### src/rtl/tpu_layer_sequencer.sv
// rtl/tpu_layer_sequencer.sv - layer engine sequencer with argmax class readout
//
// Purpose:
//   Steps NUM_LAYERS fully-connected layer engines in order. Each engine is
//   enabled, given a one-cycle active-low reset pulse, and then awaited until
//   it reports done. layer_sel drives the shared ROM/MultAdder mux select.
//   After the last layer, the final scores are snapshotted and a sequential
//   argmax (one signed compare per cycle) produces the winning class.
//
// Ports:
//   clk         rising-edge clock
//   iRst        synchronous active-high reset
//   ena         global enable; low freezes every register
//   start       one-cycle inference request, accepted only in IDLE or DONE
//   layer_done  per-engine done flags; only bit layer_sel is looked at
//   scores      packed signed final-layer scores, class k at [k*BIT +: BIT]
//   layer_ena   one-hot enable of the active engine
//   layer_rstn  active-low reset pulse to the engines
//   layer_sel   index of the active engine
//   busy        high from start acceptance until done rises
//   num_out     winning class index
//   done        result valid, held until the next accepted start or reset
//   error       watchdog fired
//
// Optional feature macro: TPU_SEQ_WATCHDOG_EN
//   Defined: per-layer watchdog of TIMEOUT_CYC enabled LRUN cycles; on expiry
//   the run ends in DONE with error=1 and num_out all ones.
//   Undefined: no watchdog, error is tied low and LRUN waits indefinitely.

module tpu_layer_sequencer #(
  parameter int NUM_LAYERS  = 2,
  parameter int BIT         = 8,
  parameter int NUM_CLASSES = 10,
  parameter int SEL_W       = 3,
  parameter int OUT_W       = 4,
  parameter int TIMEOUT_CYC = 65535
) (
  input  logic                       clk,
  input  logic                       iRst,
  input  logic                       ena,
  input  logic                       start,
  input  logic [NUM_LAYERS-1:0]      layer_done,
  input  logic [NUM_CLASSES*BIT-1:0] scores,
  output logic [NUM_LAYERS-1:0]      layer_ena,
  output logic [NUM_LAYERS-1:0]      layer_rstn,
  output logic [SEL_W-1:0]           layer_sel,
  output logic                       busy,
  output logic [OUT_W-1:0]           num_out,
  output logic                       done,
  output logic                       error
);

  localparam int IDX_W = $clog2(NUM_CLASSES);

  if (NUM_LAYERS < 1 || NUM_LAYERS > 8 || (2 ** SEL_W) < NUM_LAYERS ||
      NUM_CLASSES < 2 || NUM_CLASSES > 16 || (2 ** OUT_W) < NUM_CLASSES ||
      TIMEOUT_CYC < 1) begin : g_bad_params
    $error("tpu_layer_sequencer: illegal parameter combination");
  end

  typedef enum logic [2:0] {
    S_IDLE,
    S_LRST,
    S_LRUN,
    S_ARGMAX,
    S_DONE
  } state_t;

  state_t                  state_q;
  logic [NUM_LAYERS-1:0]   layer_ena_q;
  logic [NUM_LAYERS-1:0]   layer_rstn_q;
  logic [SEL_W-1:0]        layer_sel_q;
  logic                    busy_q;
  logic [OUT_W-1:0]        num_out_q;
  logic                    done_q;

  logic signed [BIT-1:0]   snap_q [NUM_CLASSES];
  logic [IDX_W-1:0]        idx_q;
  logic signed [BIT-1:0]   best_val_q;
  logic [IDX_W-1:0]        best_idx_q;

  logic signed [BIT-1:0]   cur_score;
  logic                    take_cur;
  logic signed [BIT-1:0]   best_val_d;
  logic [IDX_W-1:0]        best_idx_d;
  logic                    sel_done;
  logic                    last_layer;
  logic                    last_class;

`ifdef TPU_SEQ_WATCHDOG_EN
  localparam int WD_W = $clog2(TIMEOUT_CYC + 1);
  logic [WD_W-1:0]         wd_q;
  logic                    error_q;
`endif

  function automatic logic [NUM_LAYERS-1:0] onehot(input logic [SEL_W-1:0] s);
    logic [NUM_LAYERS-1:0] oh;
    oh = '0;
    for (int i = 0; i < NUM_LAYERS; i++) begin
      oh[i] = (s == SEL_W'(i));
    end
    return oh;
  endfunction

  // Only the active engine's done bit matters; others are masked off.
  assign sel_done   = |(layer_done & onehot(layer_sel_q));
  assign last_layer = (layer_sel_q == SEL_W'(NUM_LAYERS - 1));
  assign last_class = (idx_q == IDX_W'(NUM_CLASSES - 1));

  // Class 0 seeds the running maximum; later classes replace it only when
  // strictly greater, so ties keep the lowest index.
  always_comb begin
    cur_score  = snap_q[idx_q];
    take_cur   = (idx_q == '0) || (cur_score > best_val_q);
    best_val_d = take_cur ? cur_score : best_val_q;
    best_idx_d = take_cur ? idx_q : best_idx_q;
  end

  always_ff @(posedge clk) begin
    if (iRst) begin
      state_q      <= S_IDLE;
      layer_ena_q  <= '0;
      layer_rstn_q <= '1;
      layer_sel_q  <= '0;
      busy_q       <= 1'b0;
      num_out_q    <= '0;
      done_q       <= 1'b0;
      idx_q        <= '0;
      best_val_q   <= '0;
      best_idx_q   <= '0;
      for (int k = 0; k < NUM_CLASSES; k++) begin
        snap_q[k] <= '0;
      end
`ifdef TPU_SEQ_WATCHDOG_EN
      wd_q         <= '0;
      error_q      <= 1'b0;
`endif
    end else if (ena) begin
      case (state_q)
        S_IDLE, S_DONE: begin
          if (start) begin
            state_q     <= S_LRST;
            layer_sel_q <= '0;
            layer_ena_q <= onehot('0);
            busy_q      <= 1'b1;
            done_q      <= 1'b0;
`ifdef TPU_SEQ_WATCHDOG_EN
            error_q     <= 1'b0;
`endif
          end
        end

        S_LRST: begin
          layer_ena_q  <= onehot(layer_sel_q);
          layer_rstn_q <= ~onehot(layer_sel_q);
`ifdef TPU_SEQ_WATCHDOG_EN
          wd_q         <= '0;
`endif
          state_q      <= S_LRUN;
        end

        S_LRUN: begin
          layer_rstn_q <= '1;
          if (sel_done) begin
            if (last_layer) begin
              layer_ena_q <= '0;
              for (int k = 0; k < NUM_CLASSES; k++) begin
                snap_q[k] <= scores[k*BIT +: BIT];
              end
              idx_q       <= '0;
              state_q     <= S_ARGMAX;
            end else begin
              // Moving the one-hot enable here disables the finished engine
              // in the same edge that selects the next one.
              layer_sel_q <= layer_sel_q + 1'b1;
              layer_ena_q <= onehot(layer_sel_q + 1'b1);
              state_q     <= S_LRST;
            end
          end
`ifdef TPU_SEQ_WATCHDOG_EN
          else if (wd_q == WD_W'(TIMEOUT_CYC - 1)) begin
            error_q     <= 1'b1;
            layer_ena_q <= '0;
            num_out_q   <= '1;
            done_q      <= 1'b1;
            busy_q      <= 1'b0;
            state_q     <= S_DONE;
          end else begin
            wd_q <= wd_q + 1'b1;
          end
`endif
        end

        S_ARGMAX: begin
          if (last_class) begin
            num_out_q <= OUT_W'(best_idx_d);
            done_q    <= 1'b1;
            busy_q    <= 1'b0;
            state_q   <= S_DONE;
          end else begin
            best_val_q <= best_val_d;
            best_idx_q <= best_idx_d;
            idx_q      <= idx_q + 1'b1;
          end
        end

        default: state_q <= S_IDLE;
      endcase
    end
  end

  assign layer_ena  = layer_ena_q;
  assign layer_rstn = layer_rstn_q;
  assign layer_sel  = layer_sel_q;
  assign busy       = busy_q;
  assign num_out    = num_out_q;
  assign done       = done_q;

`ifdef TPU_SEQ_WATCHDOG_EN
  assign error = error_q;
`else
  assign error = 1'b0;
`endif

endmodule

### config.mk
export PLATFORM = sky130hd
export DESIGN_NAME = tpu_layer_sequencer
export DESIGN_NICKNAME = d
export VERILOG_FILES = /design/src/rtl/tpu_layer_sequencer.sv
export SDC_FILE = /design/constraint.sdc
export NUM_CORES = 1
export LEC_CHECK = 0
export ABC_AREA = 1
export CORE_ASPECT_RATIO = 0.7
export CORE_UTILIZATION = 45
export CTS_CLUSTER_DIAMETER = 80
export DETAILED_ROUTE_END_ITERATION = 10
export PLACE_DENSITY = 0.69
export RECOVER_POWER = 50
export SLEW_MARGIN = 10
export SYNTH_ARGS = -nofsm -noshare
export SYNTH_HDL_FRONTEND = slang
export SYNTH_SLANG_ARGS = --single-unit
### constraint.sdc
create_clock -name clk -period 24.8 [get_ports clk]
set_clock_uncertainty 0.1 [all_clocks]
set_input_delay 4.96 -clock clk [delete_from_list [all_inputs] [get_ports clk]]
set_output_delay 4.96 -clock clk [all_outputs]
set_load 0.02 [all_outputs]
Word-level counts from Yosys, hierarchy flattened
Memories as Yosys holds them, arrays and structs flattened. A register that Yosys moved wholly into a read port is not among the register bits.
Index checks and enable logic that the tools add are counted.
- reductions and logical operators: 21
- multiplexer cells: 45
- bitwise logic cells: 13
- eq/ne operators: 13
- $add $sub $neg: 2
- magnitude comparators: 1
- operator list (operator ; count):
    $mux W8 ; 10
    $mux W4 ; 6
    $mux W3 ; 6
    $reduce_and A4 Y1 ; 4
    $mux W1 ; 12
    $ne A2 B2 Y1 const B ; 6
    $pmux W3 S4 ; 1
    $or A1 B1 Y1 ; 10
    $reduce_and A5 Y1 ; 2
    $eq A3 B1 Y1 const B ; 3
    $logic_not A3 Y1 ; 3
    $gt A8 B8 Y1 ; 1
    $mux W2 ; 4
    $pmux W4 S2 ; 1
    $reduce_bool A2 Y1 ; 4
    $eq A3 B2 Y1 const B ; 2
    $pmux W2 S3 ; 1
    $pmux W3 S2 ; 1
    $reduce_and A3 Y1 ; 2
    $add A4 B1 Y4 const B ; 1
    $eq A4 B4 Y1 const B ; 1
    $logic_not A4 Y1 ; 1
    $pmux W1 S2 ; 2
    $pmux W2 S2 ; 1
    9 further kinds ; 10
- memory bits (writable): 80
- memories: 1
- register bits after elaboration: 32
- input bits: 86
- memory list (memory ; words ; width ; read ports ; clocked after Yosys merged registers in ; write ports ; RTL line ; source):
    snap_q ; 10 ; 8 ; 1 ; 1 ; 10 ; 77 ; logic signed [BIT-1:0] snap_q [NUM_CLASSES];

Depth between registers and ports, before layout
Gate-level depths: netlist (run 1).
- depth after elaboration: 9
- gate-level depth with buffers: 23
- depth with buffers taken out: 22

Worst setup path after synthesis (run 1)
No wires, ideal clock.
- kind: input to register
- start: in layer_done[0]
- end: mem snap_q[0][0], enable pin
- stages on the path: 4
- setup time: 0.634 ns
- data required time: 24.066 ns
- path buffers: 0
- slack: 13.096 ns
- arrival: 10.971 ns
- path through: inv_1 o22ai_1 nand2_1 o21ai_0
- RTL lines (element ; RTL line ; source):
    start, declared ; 42 ; input logic [NUM_LAYERS-1:0] layer_done,
    end, declared ; 77 ;

==> metrics.md, run 1 <==
| Metric | Value |
|---|---|
| Worst EP required | `approximately 25 ns` |
| Global-route wire length before repair | `approximately 21000 microns` |
| Violated checks | `max-capacitance violations, max-slew violations` |
| GR Layer Usage met1 | `a little over a quarter` |
| Met3 Track Usage GR | `between 5 and 6%` |
| Final worst slack | `14.94 ns` |
| GRT overflow | `0` |
| Status | `finished, violations left` |
| Post-DP HPWL | `8620 microns` |
| Slowest library cell on the worst path | `clkbuf_1` |
| First drt pass iteration count | `5` |
| I/O pin count | `100` |
| Vias/cell | `about 4.8` |
| Vias in the first global route | `~4300` |
| Root Driver | `clkbuf_16` |
| TritonCTS Buffers | `17` |
| CP Capture Type | `flop` |
| Avg WL per Cell | `between 10 and 15 microns` |
| Leading cell types in the layout, fill and taps excluded | `inv_1, clkdlybuf4s50_1, edfxtp_1, nor2_2, nand2_1` |
| Post-synth cell types | `34` |
| CP Cell Sequence | `dlygate4sd3_1 > inv_1 > o21ai_4 > clkbuf_1 > nor2_1` |
| Busiest grt layer | `met2` |
| Die span in x | `approximately 140 microns` |
| Die footprint | `approximately 14000 sq um` |
| Row cnt | `34` |
| Maximum vdd drop | `about 0.000050 V` |
| Post-cts gate resize count | `0` |
| Flop2flop setup slack | `about 20 ns` |
| Largest net degree at the start of global routing | `83` |
| CP peak stage delay | `approximately 3 ns` |
| Share of cells above drive strength 1 | `15.1%` |
| CTS Hold Buffers Added | `0` |
| H-tree lvl count | `4` |
| Syn Nets | `about 760` |
| Residual DRC | `0` |
| Register area | `~3100 sq um` |
| Setup CP Type | `in -> reg` |
| Fin area | `between 7000 and 8000 sq um` |
| Initial antenna violation count | `0` |
| Worst-Skew Late Latency | `between 0.4 and 0.5 ns` |
| Area Overhead vs Synth | `26.2%` |
| Worst-Margin Slew | `4.26 ns` |
| R2R Path Start | `layer_sel[0]$_SDFFE_PP0P_` |
| Cells after Synth | `approximately 660` |
| Final Core Density | `between 50% and 60%` |
| Area of the multi-input gates | `between 2000 and 2500 sq um` |
| Mapped Area | `between 5000 and 6000 sq um` |
| Total power | `between 0.4 and 0.5 mW` |
| ANT cells | `0` |
| Placer Congestion | `0.841` |
| Hold depth | `2` |
| Fin crit period | `9.86 ns` |
| Final WL | `approximately 12000 microns` |
| Core area | `~13000 sq um` |
| DP Area | `approximately 7000 sq um` |
| RSZ-0062 raised after global routing | `false` |
| R2r worst-path depth | `8` |
| Setup TNS | `0 ns` |
| Routed via count | `~4400` |
| FF+latch count, synth | `between 100 and 150` |
| CP Launch Type | `input port` |
| CTS tree | `yes` |
| DRT iter0 DRCs | `roughly 290` |
| Antenna Violating Nets Remaining | `0` |
| # clock sinks | `116` |
| Slew headroom | `-184%` |
| Max clock buf depth | `2` |
| Commonest non-fill, non-tap cell in the layout | `inv_1` |
| Final hold viol count | `0` |
| Post-CTS setup buffers | `0` |
| Share of the yosys chip area belonging to registers | `52.5%` |
| Final setup fails | `0` |
| Reg clk slew, reported paths | `0.05 ns` |
| P_leak | `between 3 and 4 nW` |
| Arr. time, crit path | `just under 10 ns` |
| Die H | `98.2 microns` |
| Min-delay src | `layer_ena[0]$_SDFFE_PP0P_` |
| Met2 Use GR | `between 30% and 40%` |
| Slew Viols, Final | `approximately 120` |
| Max cap viols | `2` |
| Crit share post-route | `39.8%` |
| Upper clock frequency limit | `approximately 100 MHz` |
| Pwr dens | `~64 nW/um^2` |
| Layout Nets | `between 800 and 900` |
| Synth Warn # | `0` |
| Port bufs | `98` |
| Fill cells | `1073` |
| Number of buffers and inverters on the critical path | `3` |
| Overall Global Routing Usage | `19.7%` |
| CP delay by family, top | `buffers and inverters` |
| Hold Crit Endpoint | `layer_ena[0]$_SDFFE_PP0P_` |
| Post-place setup slack | `~17 ns` |
| Initial Util | `between 40% and 50%` |
| Worst min-delay path category | `reg -> reg` |
| Synth Area per Inst | `9.08 sq um` |
| Worst Path Max Fanout | `82` |
## flip-flops by register name (all words and copies together) (netlist names), named ones only
| register | count |
|---|---|
| layer_rstn | 2 |
| done | 1 |
| busy | 1 |
| snap_q | 80 |
| layer_ena | 2 |
| best_idx_q | 4 |
| best_val_q | 8 |
| idx_q | 4 |
| num_out | 4 |
| layer_sel | 3 |
| state_q | 3 |
## power breakdown
group / switching, mW / leakage [nW] / total, mW / internal (mW)
Sequential: 0.00190 / 1.12 / 0.215 / 0.213
Clock: 0.0826 / 0.280 / 0.234 / 0.151
Combinational: 0.0180 / 1.73 / 0.0355 / 0.0175
Total: 0.102 / 3.13 / 0.484 / 0.382
## layer usage
metal | share of wire (%) | routed length [microns] | up-vias
met4 | 1.3 | 166 | 0
li1 | - | - | 2270
met2 | 45 | 5590 | 122
met5 | 0 | 0 | -
met3 | 5.5 | 688 | 16
met1 | 48 | 5990 | 2001
## cell usage after synthesis
cell type / count / area (sq um)
nand3b_1: 1 / 7.51
mux2i_1: 8 / 80.1
nor2_4: 3 / 33.8
edfxtp_1: 80 / 2400
clkbuf_1: 8 / 30.0
a211oi_1: 2 / 15.0
nand2_1: 65 / 244
nand2_2: 4 / 25.0
a21oi_1: 43 / 215
nand4_1: 1 / 6.26
nand2_4: 1 / 11.3
dfxtp_1: 36 / 721
nand3_1: 50 / 250
conb_1: 1 / 3.75
o21ai_0: 32 / 160
inv_2: 1 / 3.75
inv_1: 152 / 571
nor3_1: 3 / 15.0
a21o_1: 1 / 7.51
o32ai_1: 1 / 8.76
buf_4: 4 / 30.0
buf_8: 1 / 15.0
buf_6: 7 / 78.8
buf_1: 1 / 3.75
o21ai_1: 2 / 10.0
buf_2: 6 / 30.0
ha_1: 16 / 200
nand3_2: 1 / 10.0
nor2_2: 81 / 507
o211ai_1: 16 / 120
nor2_1: 22 / 82.6
nand3_4: 1 / 17.5
xor2_1: 2 / 17.5
o22ai_1: 2 / 12.5
## how the worst max path moves through the flow
stage                       start                          to  depth (start not counted)
floorplan           layer_done[0]  snap_q[0][0]$_SDFFCE_PN0P_                          4
global placement             iRst  snap_q[2][3]$_SDFFCE_PN0P_                          5
detailed placement           iRst  snap_q[7][3]$_SDFFCE_PN0P_                          5
CTS                          iRst  snap_q[7][3]$_SDFFCE_PN0P_                          5
global route                 iRst                        flop                          5
finish                       iRst                        flop                          5
## layout make-up
class | count | area share [%]
clock buffer | 21 | 6.13
clock inverter | 11 | 1.45
multi-input combinational | 359 | 27.1
inverter | 153 | 7.65
tap | 162 | 2.70
timing repair buffer | 101 | 13.3
sequential | 116 | 41.6
## stage by stage
step                hold WS (ns)  cells
CTS                        0.361    923
detailed placement         0.351    891
floorplan                  0.341    655
global placement           0.339    891
finish                     0.357    923
global route               0.369    923
## worst register-to-register path: cells and delay by family (launching register included)
kind / cells / cell delay, ns
flops: 1 / 0.34
simple gates: 3 / 0.48
fa+ha+maj: 1 / 0.18
buf+inv: 2 / 3.11
compound gates: 2 / 0.34
## cells by family (layout without fill, tap and decap cells)
kind of cell | after synthesis | in the layout | synth area share, %
AO/OA/AOI/OAI | 99 | 99 | 9.24
XOR/XNOR | 2 | 2 | 0.295
adder cells (fa/ha/maj) | 16 | 16 | 3.37
buffers and inverters | 180 | 286 | 12.8
flip-flops | 116 | 116 | 52.5
multiplexers | 8 | 8 | 1.35
other | 1 | 1 | 0.0631
AND/OR/NAND/NOR | 233 | 233 | 20.3
Power figures use the tool's default switching activity.
==> run 2, diff against run 1 <==
==> constraint.sdc (replaced) <==
create_clock -name clk -period 9.3 [get_ports clk]
set_clock_uncertainty 0.1 [all_clocks]
set_input_delay 1.86 -clock clk [delete_from_list [all_inputs] [get_ports clk]]
set_output_delay 1.86 -clock clk [all_outputs]
set_load 0.02 [all_outputs]
==> run 2 against run 1 <==
Via count up 0.41%. Die area unchanged. Worst hold slack worse by 0.0011 ns. Non-clock buffer count unchanged. The run still ends with max-capacitance violations, max-slew violations left. Wire length down 0.38%. Global-route usage about the same. Largest cell class unchanged. Clock power rose to 2.8 times the previous value. Combinational power rose to 2.7 times the previous value. Highest routed layer unchanged. Total power rose to 2.7 times the previous value. Largest power group unchanged. Final area up 0.33%. Sequential power rose to 2.7 times the previous value. Setup slack worse by 11 ns.
==> metrics.md, run 2 (synthesized netlist as in run 1, its figures left out) <==
| Metric | Value |
|---|---|
| Layout Nets | `between 800 and 900` |
| Placed cells | `about 890` |
| Overall Global Routing Usage | `about a fifth` |
| Worst EP required | `9.34 ns` |
| CP Capture Point | `snap_q[7][3]$_SDFFCE_PN0P_` |
| Upper clock frequency limit | `between 150 and 200 MHz` |
| Initial antenna violation count | `0` |
| Crit. path cell count | `5` |
| Worst-Skew Late Latency | `slightly above 0.4 ns` |
| Worst min-delay path category | `reg -> reg` |
| Largest net degree at the start of global routing | `just over 80` |
| Fin area | `7530 sq um` |
| RSZ-0062 raised after global routing | `false` |
| Maximum vdd drop | `around 0.00016 V` |
| DP Area | `6980 sq um` |
| Row cnt | `34` |
| Area Overhead vs Synth | `26.7%` |
| DRT iter0 DRCs | `roughly 360` |
| Core area | `roughly 13000 sq um` |
| GRT overflow | `0` |
| Final setup fails | `0` |
| Worst R2R End | `best_val_q[7]$_SDFFE_PP0P_` |
| Slew headroom | `-27.7%` |
| Fin crit period | `roughly 5.6 ns` |
| Flop2flop setup slack | `5.19 ns` |
| Max cap viols | `1` |
| Port bufs | `98` |
| Setup TNS | `0 ns` |
| Residual DRC | `0` |
| Pint | `approximately 1.1 mW` |
| CP Launch Point | `iRst` |
| Hold slack | `approximately 0.36 ns` |
| Largest regs | `snap_q: 80 flops, best_val_q: 8 flops` |
| Gate power share | `under 10%` |
| CP Launch Type | `input port` |
| CP peak stage delay | `roughly 1.4 ns` |
| Status | `finished, violations left` |
| P_leak | `approximately 3.1 nW` |
| Placer Congestion | `about 0.84` |
| Most flop-heavy register | `snap_q` |
| Leading cell types in the layout, fill and taps excluded | `inv_1, clkdlybuf4s50_1, edfxtp_1, nor2_2, nand2_1` |
| Slowest library cell on the worst path | `nand3_1` |
| Max clock buf depth | `2` |
| Worst-Margin Slew | `roughly 1.9 ns` |
| Share of cells above drive strength 1 | `between 10% and 20%` |
| Die footprint | `between 10000 and 15000 sq um` |
| Crit share post-route | `approximately 61%` |
| Die H | `around 100 microns` |
| CP Cell Sequence | `dlygate4sd3_1 > inv_1 > nand3_1 > buf_4 > nor2_2` |
| CTS Hold Buffers Added | `0` |
| Vias/cell | `between 4 and 5` |
| CP Capture Type | `flop` |
| Clk network pwr share | `49.8%` |
| Post-cts gate resize count | `0` |
| Final worst slack | `roughly 3.7 ns` |
| Routed via count | `around 4400` |
| Total power | `about 1.3 mW` |
| Final Core Density | `roughly 60%` |
| Initial Util | `about 47%` |
| Avg WL per Cell | `13.4 microns` |
| Global-route wire length before repair | `20700 microns` |
| Slew Viols, Final | `35` |
| Root Driver | `clkbuf_16` |
| Post-CTS setup buffers | `0` |
| Final hold viol count | `0` |
| Die span in x | `between 100 and 150 microns` |
| Number of buffers and inverters on the critical path | `3` |
| Arr. time, crit path | `~5.7 ns` |
| Fin cells | `923` |
| First drt pass iteration count | `5` |
| CTS tree | `yes` |
| H-tree lvl count | `4` |
| Seq pwr share | `about 43%` |
| Setup CP Type | `in -> reg` |
| Sw frac | `20.4%` |
| # clock sinks | `116` |
| ANT cells | `0` |
| Final WL | `roughly 12000 microns` |
| Max reg flops | `80` |
| I/O pin count | `100` |
| P_sw | `around 0.27 mW` |
| R2r worst-path depth | `17` |
| Fill cells | `around 1100` |
| Post-place setup slack | `approximately 4.1 ns` |
| Antenna Violating Nets Remaining | `0` |
| Worst Path Max Fanout | `47` |
| CP delay by family, top | `buffers and inverters` |
| Reg clk slew, reported paths | `~0.05 ns` |
| TritonCTS Buffers | `17` |
| Violated checks | `max-capacitance violations, max-slew violations` |
| Commonest non-fill, non-tap cell in the layout | `inv_1` |
| Vias in the first global route | `roughly 4300` |
| Post-DP HPWL | `just under 9000 microns` |
| Pwr dens | `roughly 180 nW/um^2` |
-- run 2: layer usage --
layer / part of all wire [%] / wire [microns] / vias to the layer above / track usage, %
li1: - / - / 2274 / -
met1: 47 / 5860 / 1995 / 26.5
met2: 46 / 5660 / 147 / 30.7
met3: 6.1 / 759 / 11 / 5.54
met4: 0.89 / 110 / 0 / 6.58
met5: 0 / 0 / - / 0
-- run 2: worst min-delay path by stage --
stage | from | to | slack (ns) | depth (start not counted)
6_report | layer_ena[0]$_SDFFE_PP0P_ | layer_ena[0]$_SDFFE_PP0P_ | 0.36 | 2
5_1_grt | layer_ena[0]$_SDFFE_PP0P_ | layer_ena[0]$_SDFFE_PP0P_ | 0.37 | 2
4_1_cts | layer_ena[1]$_SDFFE_PP0P_ | layer_ena[1]$_SDFFE_PP0P_ | 0.36 | 2
3_5_place_dp | layer_ena[1]$_SDFFE_PP0P_ | layer_ena[1]$_SDFFE_PP0P_ | 0.35 | 2
3_3_place_gp | layer_ena[1]$_SDFFE_PP0P_ | layer_ena[1]$_SDFFE_PP0P_ | 0.34 | 2
2_1_floorplan | best_idx_q[3]$_SDFFE_PP0P_ | best_idx_q[3]$_SDFFE_PP0P_ | 0.34 | 2
-- run 2: tightest hold or removal path, delay by kind of cell, from the launching register on --
kind                   cells  cell delay [ns]
DFF                        1             0.31
AOI/OAI and AO/OA          1             0.05
buffers and inverters      1             0.05
-- run 2: final cells by class --
type	count	area [sq um]	area share, %
flip-flops and latches	116	3120	41.5
clock inverters	13	164	2.18
well taps	162	203	2.69
repair buffers	101	1000	13.3
inverters	153	574	7.63
multi-input cells	359	2030	26.9
clock buffers	19	433	5.75
-- run 2: power by group through the flow --
stage	registers (mW)	logic, mW	clock network, mW
after floorplan	0.585	0.0432	0
after global placement	0.580	0.0950	0
after detailed placement	0.581	0.0965	0
after CTS	0.571	0.0971	0.671
after global routing	0.572	0.105	0.691
final	0.571	0.0943	0.659
